$ cat config.mk
export PLATFORM = sky130hd
export DESIGN_NAME = display_timings_prog
export DESIGN_NICKNAME = d
export VERILOG_FILES = /design/src/rtl/display_timings_prog.sv
export SDC_FILE = /design/constraint.sdc
export NUM_CORES = 1
export LEC_CHECK = 0
export ABC_AREA = 0
export BUFFER_PORTS_ARGS = -buffer_cell sky130_fd_sc_hd__buf_2
export CORE_MARGIN = 3
export CORE_UTILIZATION = 25
export DETAILED_ROUTE_END_ITERATION = 7
export GPL_TIMING_DRIVEN = 0
export PLACE_DENSITY = 0.51
export SLEW_MARGIN = 20
export SYNTH_ARGS = -nofsm -noshare
export SYNTH_HDL_FRONTEND = slang
export SYNTH_SLANG_ARGS = --single-unit
$ cat constraint.sdc
create_clock -name i_pix_clk -period 13.6 [get_ports i_pix_clk]
set_input_delay 2.04 -clock i_pix_clk [delete_from_list [all_inputs] [get_ports i_pix_clk]]
set_output_delay 2.04 -clock i_pix_clk [all_outputs]
set_load 0.02 [all_outputs]
$ cat src/rtl/display_timings_prog.sv
`default_nettype none
// ============================================================================
// Module   : display_timings_prog
// Brief    : Runtime-programmable display timing generator. Emits beam
//            coordinates, sync, display-enable, frame and line strobes for a
//            mode loaded over a valid/ready config port. New timings wait in
//            a shadow register and take effect only at a frame boundary.
//            Sync and DE can be delayed by PIPE extra register stages.
// Revision : 1.0 - initial release
// ============================================================================
module display_timings_prog #(
  parameter int CORDW  = 16,
  parameter int FCW    = 16,
  parameter int PIPE   = 0,
  parameter int H_RES  = 800,
  parameter int H_FP   = 40,
  parameter int H_SYNC = 128,
  parameter int H_BP   = 88,
  parameter int V_RES  = 600,
  parameter int V_FP   = 1,
  parameter int V_SYNC = 4,
  parameter int V_BP   = 23,
  parameter int H_POL  = 1,
  parameter int V_POL  = 1
) (
  input  logic                    i_pix_clk,
  input  logic                    i_rst,
  input  logic                    i_cfg_valid,
  output logic                    o_cfg_ready,
  input  logic [CORDW-2:0]        i_h_res,
  input  logic [CORDW-2:0]        i_h_fp,
  input  logic [CORDW-2:0]        i_h_sync,
  input  logic [CORDW-2:0]        i_h_bp,
  input  logic [CORDW-2:0]        i_v_res,
  input  logic [CORDW-2:0]        i_v_fp,
  input  logic [CORDW-2:0]        i_v_sync,
  input  logic [CORDW-2:0]        i_v_bp,
  input  logic                    i_h_pol,
  input  logic                    i_v_pol,
  output logic                    o_cfg_err,
  output logic                    o_hs,
  output logic                    o_vs,
  output logic                    o_de,
  output logic                    o_frame,
  output logic                    o_line,
  output logic signed [CORDW-1:0] o_sx,
  output logic signed [CORDW-1:0] o_sy,
  output logic [FCW-1:0]          o_frame_cnt
);

  localparam int FW = CORDW - 1;

  // Per-axis timing in the form the counters consume directly: start value,
  // sync window (inclusive), last active coordinate and sync polarity.
  typedef struct packed {
    logic signed [CORDW-1:0] sta;
    logic signed [CORDW-1:0] sbeg;
    logic signed [CORDW-1:0] send;
    logic signed [CORDW-1:0] aend;
    logic                    pol;
  } axis_t;

  typedef enum logic [0:0] {
    ST_IDLE    = 1'b0,
    ST_PENDING = 1'b1
  } cfg_state_t;

  // Inactive {hs, vs, de} for the reset-default mode.
  localparam logic [2:0] OUT_IDLE = {H_POL == 0, V_POL == 0, 1'b0};

  // Turns raw porch/sync/active fields into counter boundaries.
  function automatic axis_t derive(input logic [FW-1:0] res,
                                   input logic [FW-1:0] fp,
                                   input logic [FW-1:0] sync,
                                   input logic [FW-1:0] bp,
                                   input logic          pol);
    axis_t            a;
    logic [CORDW-1:0] blank;
    blank  = {1'b0, fp} + {1'b0, sync} + {1'b0, bp};
    a.sta  = $signed(-blank);
    a.sbeg = $signed(a.sta) + $signed({1'b0, fp});
    a.send = $signed(a.sbeg) + $signed({1'b0, sync}) - $signed(CORDW'(1));
    a.aend = $signed({1'b0, res}) - $signed(CORDW'(1));
    a.pol  = pol;
    return a;
  endfunction

  axis_t h_def;
  axis_t v_def;
  assign h_def = derive(FW'(H_RES), FW'(H_FP), FW'(H_SYNC), FW'(H_BP), H_POL != 0);
  assign v_def = derive(FW'(V_RES), FW'(V_FP), FW'(V_SYNC), FW'(V_BP), V_POL != 0);

  cfg_state_t              state_q;
  cfg_state_t              state_d;
  axis_t                   h_q;
  axis_t                   v_q;
  axis_t                   h_shd_q;
  axis_t                   v_shd_q;
  axis_t                   h_nxt;
  axis_t                   v_nxt;
  logic signed [CORDW-1:0] sx_q;
  logic signed [CORDW-1:0] sx_d;
  logic signed [CORDW-1:0] sy_q;
  logic signed [CORDW-1:0] sy_d;
  logic                    frame_q;
  logic                    frame_d;
  logic                    line_q;
  logic                    line_d;
  logic                    err_q;
  logic                    err_d;
  logic                    cap;
  logic                    apply;
  logic                    line_end;
  logic                    frame_end;
  logic                    hs_act;
  logic                    vs_act;
  logic [2:0]              out_q;
  logic [2:0]              out_d;
  logic [FCW-1:0]          fcnt_q;

  // Beam advance; at a pending frame end the next coordinates and strobes are
  // evaluated against the shadow mode so the switch is frame-aligned.
  always_comb begin
    line_end  = (sx_q == h_q.aend);
    frame_end = line_end && (sy_q == v_q.aend);
    apply     = (state_q == ST_PENDING) && frame_end;
    h_nxt     = apply ? h_shd_q : h_q;
    v_nxt     = apply ? v_shd_q : v_q;
    sx_d      = sx_q + CORDW'(1);
    sy_d      = sy_q;
    if (line_end) begin
      sx_d = h_nxt.sta;
      sy_d = frame_end ? v_nxt.sta : sy_q + CORDW'(1);
    end
    line_d  = (sx_d == h_nxt.sta);
    frame_d = line_d && (sy_d == v_nxt.sta);
    hs_act  = ($signed(sx_d) >= $signed(h_nxt.sbeg)) && ($signed(sx_d) <= $signed(h_nxt.send));
    vs_act  = ($signed(sy_d) >= $signed(v_nxt.sbeg)) && ($signed(sy_d) <= $signed(v_nxt.send));
    out_d   = {hs_act ~^ h_nxt.pol, vs_act ~^ v_nxt.pol, ~sx_d[CORDW-1] & ~sy_d[CORDW-1]};
  end

  // Config handshake: reject degenerate modes, otherwise hold until frame end.
  always_comb begin
    state_d = state_q;
    cap     = 1'b0;
    err_d   = 1'b0;
    case (state_q)
      ST_IDLE: begin
        if (i_cfg_valid) begin
          if ((i_h_res == '0) || (i_v_res == '0) || (i_h_sync == '0) || (i_v_sync == '0)) begin
            err_d = 1'b1;
          end else begin
            cap     = 1'b1;
            state_d = ST_PENDING;
          end
        end
      end
      ST_PENDING: begin
        if (frame_end) begin
          state_d = ST_IDLE;
        end
      end
      default: state_d = ST_IDLE;
    endcase
  end

  // Config FSM state register.
  always_ff @(posedge i_pix_clk) begin
    if (i_rst) begin
      state_q <= ST_IDLE;
    end else begin
      state_q <= state_d;
    end
  end

  // Shadow register: captures the offered mode in already-derived form.
  always_ff @(posedge i_pix_clk) begin
    if (i_rst) begin
      h_shd_q <= '0;
      v_shd_q <= '0;
    end else if (cap) begin
      h_shd_q <= derive(i_h_res, i_h_fp, i_h_sync, i_h_bp, i_h_pol);
      v_shd_q <= derive(i_v_res, i_v_fp, i_v_sync, i_v_bp, i_v_pol);
    end
  end

  // Active mode: defaults after reset, replaced only on the applying frame end.
  always_ff @(posedge i_pix_clk) begin
    if (i_rst) begin
      h_q <= h_def;
      v_q <= v_def;
    end else if (apply) begin
      h_q <= h_shd_q;
      v_q <= v_shd_q;
    end
  end

  // Beam counters, strobes, undelayed sync/DE, frame counter and error pulse.
  always_ff @(posedge i_pix_clk) begin
    if (i_rst) begin
      sx_q    <= h_def.sta;
      sy_q    <= v_def.sta;
      frame_q <= 1'b1;
      line_q  <= 1'b1;
      out_q   <= OUT_IDLE;
      fcnt_q  <= '0;
      err_q   <= 1'b0;
    end else begin
      sx_q    <= sx_d;
      sy_q    <= sy_d;
      frame_q <= frame_d;
      line_q  <= line_d;
      out_q   <= out_d;
      fcnt_q  <= fcnt_q + FCW'(frame_end);
      err_q   <= err_d;
    end
  end

  generate
    if (PIPE == 0) begin : g_nopipe
      assign {o_hs, o_vs, o_de} = out_q;
    end else begin : g_pipe
      logic [2:0] stage_q [PIPE];

      // Delay line matching downstream pixel-pipeline latency.
      always_ff @(posedge i_pix_clk) begin
        if (i_rst) begin
          for (int i = 0; i < PIPE; i++) begin
            stage_q[i] <= OUT_IDLE;
          end
        end else begin
          stage_q[0] <= out_q;
          for (int i = 1; i < PIPE; i++) begin
            stage_q[i] <= stage_q[i-1];
          end
        end
      end

      assign {o_hs, o_vs, o_de} = stage_q[PIPE-1];
    end
  endgenerate

  assign o_cfg_ready = (state_q == ST_IDLE);
  assign o_cfg_err   = err_q;
  assign o_frame     = frame_q;
  assign o_line      = line_q;
  assign o_sx        = sx_q;
  assign o_sy        = sy_q;
  assign o_frame_cnt = fcnt_q;

endmodule
`default_nettype wire

[After elaboration in Yosys (flattened, before gate mapping)]
Cells that the tools add are included.
Word-level totals
  register bits after elaboration: 315
  bits of input ports: 125
  output and inout port bits: 55
  logic and storage cells: 84
Operators by class
  add/subtract/negate cells: 17
  $lt $le $gt $ge: 4
  equality and inequality tests: 4
  multiplexer cells: 11
  bitwise operators: 7
  reduce and logical (&&, ||, !) cells: 13
Operators with widths (number)
  65-bit 2-to-1 mux: 2
  16-bit adder: 4
  16-bit == test: 4
  15-bit logical NOT: 4
  16-bit 2-to-1 mux: 3
  15-bit by 15-bit adder with 16-bit output: 2
  16-bit by 15-bit adder with 16-bit output: 2
  16-bit by 2-bit adder with 16-bit output (second input constant): 2
  16-bit >= comparator: 2
  16-bit <= comparator: 2
  16-bit negation: 2
  15-bit by 1-bit subtractor with 16-bit output (second input constant): 2
  16-bit by 2-bit subtractor with 16-bit output (second input constant): 2
  16-bit by 1-bit adder with 16-bit output: 1
  1-bit logical AND: 5
  1-bit 2-to-1 mux: 5
  1-bit inverter: 4
  1-bit logical OR: 3
  3-bit OR reduction: 1
  1-bit case mux with 2 select lines: 1
  1-bit XNOR: 2
  1-bit AND: 1

[Logic depth before layout (Yosys ltp)]
  depth in word-level cells: 9
  mapped depth: 27
  gate-level depth less buffers: 27

[Least setup slack after synthesis]
No wires, ideal clock.
  kind: in2reg
  start: input port i_h_sync[1]
  end: register h_shd_q[32] (netlist bit)
  library setup time: 86 ps
  data arrival time: 7177 ps
  required time: 13514 ps
  setup slack: 6337 ps
  stages: 24
  buffers on the path: 0
  cells stage by stage: ha_1 -> inv_1 -> fa_1 -> ha_1 -> fa_1 -> ha_1 -> nor2b_1 -> o21ai_0 -> a21boi_0 -> o21a_1 -> o21ai_0 -> a21oi_1 -> o311ai_0 -> nand2_1 -> xnor2_1 -> ha_1 -> inv_1 -> ha_1 -> or3_1 -> a211oi_1 -> o31ai_1 -> a21oi_1 -> xor3_1 -> a211oi_1
On the way
  word-level cells in the longest chain between the ends: 6
  elaborated cells on any way between the ends: 12
  classes of those cells: 6 x add/sub; 3 x mux; 3 x reduce/logical
RTL lines
  start: declaration: RTL line 32  | input logic [CORDW-2:0] i_h_sync,
  15-bit by 15-bit adder with 16-bit output or 15-bit logical NOT (tied branches): RTL line 79, 150
  16-bit by 15-bit adder with 16-bit output or 1-bit logical OR (tied branches): RTL line 79, 150
  16-bit negation or 1-bit logical OR (tied branches): RTL line 80, 150
  16-bit adder or 1-bit 2-to-1 mux (tied branches): RTL line 81, 150
  16-bit adder or 1-bit 2-to-1 mux (tied branches): RTL line 82, 149
  16-bit by 2-bit subtractor with 16-bit output or 1-bit 2-to-1 mux (tied branches): RTL line 82, 147
  end signal: assignment: RTL line 182  | h_shd_q <= derive(i_h_res, i_h_fp, i_h_sync, i_h_bp, i_h_pol);
  end: declaration: RTL line 97  | axis_t h_shd_q;
Several ways; a longest one is shown, not always the timed one.
A chain may end at the register's enable or synchronous reset.

[Worst setup path in the final report]
Ends and elaborated chain as after synthesis.

==> results.py <==
metrics = {
    "outcome": {
        "status": "finished, final reports clean",
    },
    "floorplan": {
        "row_count": 104,
        "die_w_um": 292.6,
        "start_util": 0.2538,
        "num_io_pins": 180,
        "coreArea_sq_um": 80940,
        "die_area_sq_um": 85640,
        "die_h_um": 292.6,
    },
    "placed_design": {
        "dp.cells": 3704,
        "dp_hpwl_mm": 57.23,
        "dp_slack_ns": 5.044,
        "io_buffers": 179,
        "place_congestion": 0.9077,
        "placed_area_sq_um": 22780,
    },
    "power_and_ir_drop": {
        "irDropWorstVdd_uv": 163.8,
        "powerDensity_nw_per_um2": 192.1,
        "leakage_nw": 10.95,
        "power_mw": 4.602,
    },
    "route": {
        "drt_iter0_drc": 983,
        "wl_per_cell_um": 18.50,
        "drtAntennaViolNets": 0,
        "drt_wl_total_mm": 69.75,
        "firstDrtPassIters": 5,
        "vias_per_cell": 4.684,
        "vias": 17660,
        "drc": 0,
    },
    "grt": {
        "groute.usage.overall": 0.1595,
        "grt_max_degree": 14,
        "antenna_found_initial": 3,
        "grt_pass1_wl_mm": 104.4,
        "grt-ovfl-total": 0,
        "grt_pass1_vias": 17270,
    },
    "logic_synthesis": {
        "ys_top_cells_by_area": "dfxtp_1 (31%), ha_1 (14%), nand2_1 (6.2%)",
        "syn_avg_cell_area_sq_um": 8.336,
        "synth_edf_count": 0,
        "synth-adder-area-share": 0.1690,
        "synthDistinctLibCells": 68,
        "synth_top_area_cell": "dfxtp_1",
        "syn_inst": 2464,
        "synthesis.nets": 2846,
        "synth_simple_gate_area_frac": 0.1872,
        "synth-compound-area-share": 0.1324,
        "synthArstFlopShare": 0,
        "synth_warnings": 0,
        "synth-main-ff-cell": "dfxtp_1",
        "synth_top_family_by_area": "simple AND/OR/NAND/NOR gates",
        "synthXorXnorAreaFrac": 0.08375,
        "syn_area_sq_um": 20540,
        "synthMuxAreaShare": 0.06335,
        "synth_top_area_frac": 0.3070,
        "yosysSeqAreaShare": 0.3070,
        "ys_ff_latch": 315,
    },
    "min_path": {
        "hold_class": "reg2reg",
    },
    "sta": {
        "finalHoldViolCount": 0,
        "slew_viol_final": 0,
        "rsz0062_at_grt": "no",
        "max_slew_margin": 0.3202,
        "finalClockSkew_ns": 0.02299,
        "setup_tns_ns": 0,
        "worstMarginPinSlew_ns": 1.020,
        "period_needed_ns": 8.022,
        "setup_slack_ns": 5.578,
        "setup_viol": 0,
        "max_freq_mhz": 124.7,
        "fin_crit_sh": 0.5898,
    },
    "worst_setup_path": {
        "end_kind": "flip-flop",
        "crit_required_ns": 14.05,
        "cp_max_fo": 5,
        "r2r_slack_ns": 8.22,
        "worst-path-buf-inv": 3,
        "r2r_start": "o_sx[0]",
        "r2r_end": "out_q[1]",
        "critical_path.max_stage_delay_ns": 0.81,
        "r2r_cells": 19,
        "cp-start-kind": "input pin",
        "worstSetupPathDepth": 25,
        "worstSetupPathType": "in2reg",
        "arrival_ns": 8.47,
        "critPathTopFamily": "compound AO/OA/AOI/OAI gates",
        "endpoint": "h_shd_q[32]",
        "path_common_cell": "ha_1",
        "cp_slowest_cell": "o311ai_0",
        "crit_path_start": "i_h_sync[1]",
    },
    "clock_network": {
        "post_cts_buffers": 0,
        "ctsResizeCount": 0,
        "postCtsHoldBufs": 0,
        "clk_pin_slew_ns": 0.06,
        "clock_path_buffers": 3,
        "cts.sinks": 315,
        "tritoncts": "done",
        "cts_root_buffer": "clkbuf_16",
        "cts_buffers": 37,
        "htreeDepth": 2,
        "worstSkewPairLatency_ns": 0.54,
    },
    "job": {
        "max_cap_violations": 0,
    },
    "layout": {
        "stdcell_area_sq_um": 23960,
        "stdcell_count": 3771,
        "fillers": 8793,
        "area_growth_pct": 16.64,
        "final_nets": 3065,
        "final_cell_mix": "nand2_1 (338), dfxtp_1 (315), ha_1 (223), buf_2 (208), nor2_1 (194)",
        "layout_commonest_cell": "nand2_1",
        "drive_gt1_frac": 0.1097,
    },
}
## worst register-to-register path, stage by stage (launching register included)
cell and delay [ns]:
dfxtp_1 0.38, clkbuf_1 0.34, xor2_1 0.13, nor4_2 0.29, nand4_2 0.35, clkbuf_1 0.33
nor3_2 0.82, buf_2 0.45, nand2_1 0.12, nand2_1 0.12, ha_1 0.15, nor2b_1 0.05
o21a_1 0.16, o21a_1 0.16, o21ai_0 0.14, nand2b_1 0.10, a211o_1 0.31, mux2_2 0.28
or3_1 0.37, a21oi_1 0.23
## area by class of cell
class	count	area (sq um)	share of cell area
repair buffers	180	907.1	0.03786
plain buffers	116	486.7	0.02031
clock inverters	6	57.56	0.002402
multi-input cells	1849	13060	0.5452
inverters	184	690.7	0.02883
clock buffers	58	1115	0.04653
flip-flops and latches	315	6306	0.2632
diodes	3	7.507	0.0003133
well taps	1060	1326	0.05536
## worst min path at each step
stage / depth (start not counted) / from / endpoint
floorplan: 2 / h_shd_q[20] / h_shd_q[20]
global placement: 2 / h_shd_q[31] / h_shd_q[31]
detailed placement: 2 / h_shd_q[8] / h_q[8]
CTS: 2 / h_shd_q[41] / h_shd_q[41]
global route: 2 / h_shd_q[13] / h_q[13]
finish: 2 / v_shd_q[25] / v_shd_q[25]
## power breakdown
group | switching [mW] | leakage [nW] | internal, mW
Sequential | 0.0636 | 2.57 | 1.01
Combinational | 1.49 | 7.81 | 1.06
Clock | 0.392 | 0.577 | 0.579
Total | 1.95 | 10.9 | 2.66
## cell families (layout without fill, tap and decap cells)
kind of cell / count (synthesis) / after routing
compound gates: 440 / 440
xor+xnor: 193 / 193
fa+ha+maj: 257 / 257
buf+inv: 300 / 544
flops: 315 / 315
mux: 128 / 128
other cells: 0 / 3
simple gates: 831 / 831
## flip-flops by register name (all words and copies together) (netlist names)
signal and count:
state_q 1, o_line 1, v_shd_q 65, h_shd_q 65
o_frame 1, o_sx 16, out_q 3, o_cfg_err 1
v_q 65, o_sy 16, h_q 65, o_frame_cnt 16
## Yosys cell counts (5+ instances only)
master    number
o21ai_0       59
and2_1        15
nor3_1        44
inv_1        183
a21o_1        24
xnor2_1       89
o211ai_1      11
buf_2         29
a31oi_1       10
buf_1          6
or2_2         15
nor2_1       194
clkbuf_1      78
o22a_1         5
and3_1        21
nand4_1       26
dfxtp_1      315
nand2_1      338
nand2b_1      22
o21a_1        23
o311ai_0       5
or4_1          7
nor4_1        20
nor2b_1       21
fa_1          34
a211oi_1      58
or3_1         25
mux2i_1      121
a21oi_1      191
ha_1         223
o31ai_1        8
xor2_1       102
and4_1        11
o22ai_1        6
nand3_1       54
## metrics by stage
step / util / hold slack [ns]
after floorplan: - / 0.4312
after detailed placement: 0.2814 / 0.4480
final: 0.2960 / 0.4570
after global placement: 0.2812 / 0.4445
after CTS: 0.2959 / 0.4596
after global routing: 0.2960 / 0.4735
## layer usage
layer / global-route usage / wire length, um
met5: 0 / 13
met4: 0.04991 / 2059
met3: 0.02904 / 4079
met2: 0.2578 / 31030
met1: 0.2157 / 32570
(Power assumes the default switching activity.)
